[config.mk]
export PLATFORM = sky130hd
export DESIGN_NAME = col_order_gen
export DESIGN_NICKNAME = d
export VERILOG_FILES = /design/src/rtl/col_order_gen.sv
export SDC_FILE = /design/constraint.sdc
export NUM_CORES = 1
export LEC_CHECK = 0
export ABC_CLOCK_PERIOD_IN_PS = 21300
export CORE_MARGIN = 2
export CORE_UTILIZATION = 35
export CTS_BUF_LIST = sky130_fd_sc_hd__clkbuf_2 sky130_fd_sc_hd__clkbuf_4 sky130_fd_sc_hd__clkbuf_8
export CTS_CLUSTER_DIAMETER = 30
export DETAILED_ROUTE_END_ITERATION = 6
export PLACE_DENSITY = 0.59
export SLEW_MARGIN = 0
export SYNTH_ARGS = -nofsm -noshare
export SYNTH_HDL_FRONTEND = slang
export SYNTH_SLANG_ARGS = --single-unit
[constraint.sdc]
create_clock -name clk -period 21.3 [get_ports clk]
set_input_delay 4.26 -clock clk [delete_from_list [all_inputs] [get_ports clk]]
set_output_delay 4.26 -clock clk [all_outputs]
set_load 0.05 [all_outputs]
[src/rtl/col_order_gen.sv]
// ============================================================================
// Module   : col_order_gen
// Purpose  : Produces a detection column order by repeated unsigned minimum search.
// Revision : 1.0
// ============================================================================
`default_nettype none

module col_order_gen #(
    parameter int N = 8,
    parameter int W = 15
) (
    input  logic             clk,
    input  logic             rst,
    input  logic             in_valid,
    output logic             in_ready,
    input  logic [N*W-1:0]   norms,
    output logic             out_valid,
    input  logic             out_ready,
    output logic [N*3-1:0]   colorder
);

    typedef enum logic [1:0] {
        S_IDLE = 2'd0,
        S_SORT = 2'd1,
        S_DONE = 2'd2
    } state_t;

    localparam logic [2:0] K_LAST = 3'(N - 1);

    state_t           state_q, state_d;
    logic [N*W-1:0]   norms_q, norms_d;
    logic [N-1:0]     used_q,  used_d;
    logic [2:0]       k_q,     k_d;
    logic [N*3-1:0]   order_q, order_d;

    logic             sel_found;
    logic [W-1:0]     sel_val;
    logic [2:0]       sel_idx;

    // Ascending scan with strict less-than keeps the lowest index on ties.
    always_comb begin
        sel_found = 1'b0;
        sel_val   = '0;
        sel_idx   = '0;
        for (int c = 0; c < N; c++) begin
            if (!used_q[c] && (!sel_found || (norms_q[c*W +: W] < sel_val))) begin
                sel_found = 1'b1;
                sel_val   = norms_q[c*W +: W];
                sel_idx   = 3'(c);
            end
        end
    end

    always_comb begin
        state_d = state_q;
        norms_d = norms_q;
        used_d  = used_q;
        k_d     = k_q;
        order_d = order_q;
        case (state_q)
            S_IDLE: begin
                if (in_valid) begin
                    norms_d = norms;
                    used_d  = '0;
                    k_d     = '0;
                    state_d = S_SORT;
                end
            end
            S_SORT: begin
                for (int p = 0; p < N; p++) begin
                    if (k_q == 3'(p)) begin
                        order_d[p*3 +: 3] = sel_idx;
                    end
                end
                for (int c = 0; c < N; c++) begin
                    if (sel_idx == 3'(c)) begin
                        used_d[c] = 1'b1;
                    end
                end
                k_d = k_q + 3'd1;
                if (k_q == K_LAST) begin
                    state_d = S_DONE;
                end
            end
            S_DONE: begin
                if (out_ready) begin
                    state_d = S_IDLE;
                end
            end
            default: state_d = S_IDLE;
        endcase
    end

    always_ff @(posedge clk or posedge rst) begin
        if (rst) begin
            state_q <= S_IDLE;
            norms_q <= '0;
            used_q  <= '0;
            k_q     <= '0;
            order_q <= '0;
        end else begin
            state_q <= state_d;
            norms_q <= norms_d;
            used_q  <= used_d;
            k_q     <= k_d;
            order_q <= order_d;
        end
    end

    assign in_ready  = (state_q == S_IDLE) && !rst;
    assign out_valid = (state_q == S_DONE);
    assign colorder  = order_q;

endmodule

`default_nettype wire

==> reports/results.tsv <==
metric	value	unit
run status	complete, no violations	
initial core utilization	0.354	
hpwl dp	22700	um
RSZ-0062 raised after global routing	false	
number of setup violations in the final report	0	
Area Overhead vs Synth	21.6	%
total overflow reported by the global router	0	
die boundary height	174	um
CP max-delay cell	nand3b_1	
maximum level of the CTS H-tree	4	
Final TNS setup	0	ns
final period utilization	0.880	
DP Cell Count	1638	
largest net degree at the start of global routing	107	
GR Layer Usage met1	0.293	
FMAX	53.3	MHz
startpoint of the lowest-slack register-to-register path	used_q[0]	
Port Buffers	149	
number of clock buffers inserted by TritonCTS	17	
slack of the worst reg-to-reg path	2.55	ns
tightest slew margin relative to the limit	0.224	
violation count after the first detailed-routing iteration	533	
number of cells traversed by the worst register-to-register path	62	
net count after synthesis	1386	
slowest cell delay on critical path	0.80	ns
clock skew	0.0123	ns
detailed-route via count	8490	
hold-fix buffers at CTS	0	
met3 Usage GRT	0.0317	
most heavily used metal layer in global routing	met2	
Max Buffers Root-to-Sink	2	
mean instance size in the synthesized netlist	8.75	sq um
Initial DRT Pass Iterations	5	
library cells used by synthesis	62	
CP dominant cell by count	ha_1	
cell area after synthesis	10100	sq um
clock-pin slew on the worst setup and hold paths	0.10	ns
count of cells along the worst hold path	2	
CTS root buf	clkbuf_8	
instance count of the mapped netlist	1158	
Arrival @ worst endpoint	19.11	ns
average detailed-routed wire length per instance	17.8	um
Placement Rows	62	
number of hold violations in the final report	0	
Final Instance Count excl. Fillers	1670	
Critical Path Source Type	flop	
number of global-route vias before repair	8543	
count of state elements after synthesis	157	
RR Endpoint	used_q[1]	
max-slew violation total from the final report	0	
GP Congestion	0.925	
sequential share of the synthesized area	0.388	
ant diodes	0	
Detail Route Antenna Nets	0	
Post-route DRC	0	
wire length of the first global-routing pass	47400	um
transition time of the tightest slew-check pin	1.16	ns
I/O pin total	150	
synthesis warning total	0	
share of final-layout standard cells stronger than drive strength 1	0.0723	
core area	28600	sq um
Critical Path End Type	flop	
proportion of register bits with asynchronous set or reset after synthesis	1.00	
drt via density	5.08	
leading cell type in the layout, fill and taps excluded	nand2_1	
Post-synth EDFFs	0	
total die area	30300	sq um
endpoint of the worst hold-timing path	norms_q[105]	
worst min-delay path category	reg -> reg	
Die W	174	um
final wirelength	29700	um
Num Clock Sinks	157	
hold path startpoint	norms_q[105]	
post-route minimum period	18.75	ns
required time at the endpoint of the critical path	21.66	ns
number of nets in the final layout	1501	
ys flop type	dfrtp_1	
GRT met2 Usage	0.309	
number of max-cap violations	0	
fill cell count	2841	
commonest cells after routing, fill and taps aside	nand2_1, dfrtp_1, clkdlybuf4s50_1	
TritonCTS clock tree	built	
number of antenna violations at the first check in global routing	0	
clock latency of the later-clocked register in the worst-skew pair	0.48	ns
GRT Resource Usage Total	0.200	
largest fanout on the critical path	29	
number of gates given a new drive strength after cts	0	
type of the worst setup path	reg -> reg	
Post-CTS Setup Repair Bufs	0	
per-stage QoR:
step                hold WS, ns  setup slack (ns)  utilization  instance area, sq um
finish                    0.492              2.55        0.430                 12300
global route              0.514              1.23        0.430                 12300
CTS                       0.500              2.72        0.430                 12300
detailed placement        0.475              2.78        0.415                 11900
global placement          0.470              3.12        0.415                 11900
floorplan                 0.437              5.91            -                 10100
state kept, by name (all words and copies together), names as in the netlist:
name	count
colorder	24
used_q	8
norms_q	120
k_q	3
state_q	2
area by class of cell:
class                   instances  area [sq um]  area share
clock buffers                  17           234      0.0190
clock inverters                15           200      0.0163
inverters                      83           317      0.0257
multi-input cells             861          5640       0.458
flip-flops and latches        157          3930       0.319
well taps                     384           480      0.0390
repair buffers                153          1520       0.124
worst max-delay path by stage:
stage	startpoint	end	slack (ns)	depth (start not counted)
6_report	used_q[0]	used_q[1]	2.55	62
5_1_grt	used_q[0]	used_q[1]	1.23	63
2_1_floorplan	used_q[0]	used_q[0]	5.91	73
3_5_place_dp	used_q[0]	used_q[1]	2.78	63
3_3_place_gp	used_q[0]	used_q[0]	3.12	63
4_1_cts	used_q[0]	used_q[1]	2.72	63
kinds of logic (layout without fill, tap and decap cells):
| logic type | after synthesis | after routing | synth area share |
|---|---|---|---|
| AND/OR/NAND/NOR | 441 | 441 | 0.194 |
| AO/OA/AOI/OAI | 258 | 258 | 0.170 |
| flip-flops | 157 | 157 | 0.388 |
| buffers and inverters | 140 | 268 | 0.0567 |
| adder cells (fa/ha/maj) | 104 | 104 | 0.128 |
| multiplexers | 58 | 58 | 0.0634 |
layer usage:
layer	part of all wire	vias up
li1	-	4238
met4	0.016	0
met5	0	-
met3	0.047	27
met1	0.50	4019
met2	0.44	206
worst max-delay path, delay by kind of cell (launching register included):
kind,cells,cell delay [ns]
muxes,4,1.55
adders and majority gates,7,2.13
DFF,1,0.59
buffers and inverters,2,0.39
AOI/OAI and AO/OA,29,7.82
and+or+nand+nor,20,6.12
synthesized netlist by cell type, types with 2 or more instances:
cell type / count / area, sq um
a211o_1: 3 / 26.3
a211oi_1: 11 / 82.6
a21o_1: 30 / 225
a21oi_1: 47 / 235
a221oi_1: 3 / 26.3
a22oi_1: 3 / 22.5
a31oi_1: 31 / 194
a31oi_4: 8 / 170
a32o_1: 5 / 50.1
and2_1: 3 / 18.8
and3_1: 13 / 81.3
and4_1: 2 / 17.5
buf_1: 10 / 37.5
buf_2: 5 / 25.0
buf_6: 3 / 33.8
clkbuf_1: 37 / 139
dfrtp_1: 157 / 3930
ha_1: 104 / 1300
inv_1: 83 / 312
mux2_2: 28 / 315
mux2i_1: 23 / 230
mux2i_2: 7 / 96.3
nand2_1: 285 / 1070
nand2b_1: 20 / 125
nand3_1: 28 / 140
nand3b_1: 2 / 15.0
nand4_1: 15 / 93.8
nor2_1: 35 / 131
nor2b_1: 6 / 37.5
nor3_1: 12 / 60.1
nor3b_1: 2 / 15.0
nor4b_1: 2 / 17.5
o211ai_1: 3 / 22.5
o21a_1: 7 / 52.6
o21ai_0: 90 / 450
o21ai_1: 2 / 10.0
o21bai_1: 2 / 15.0
o32ai_1: 2 / 17.5
or2_2: 3 / 18.8
or3_1: 3 / 18.8
or4_1: 2 / 15.0
Power is left out: the tool's default activity adds up to more than one toggle a clock period on the data nets, which glitch-free logic cannot reach.
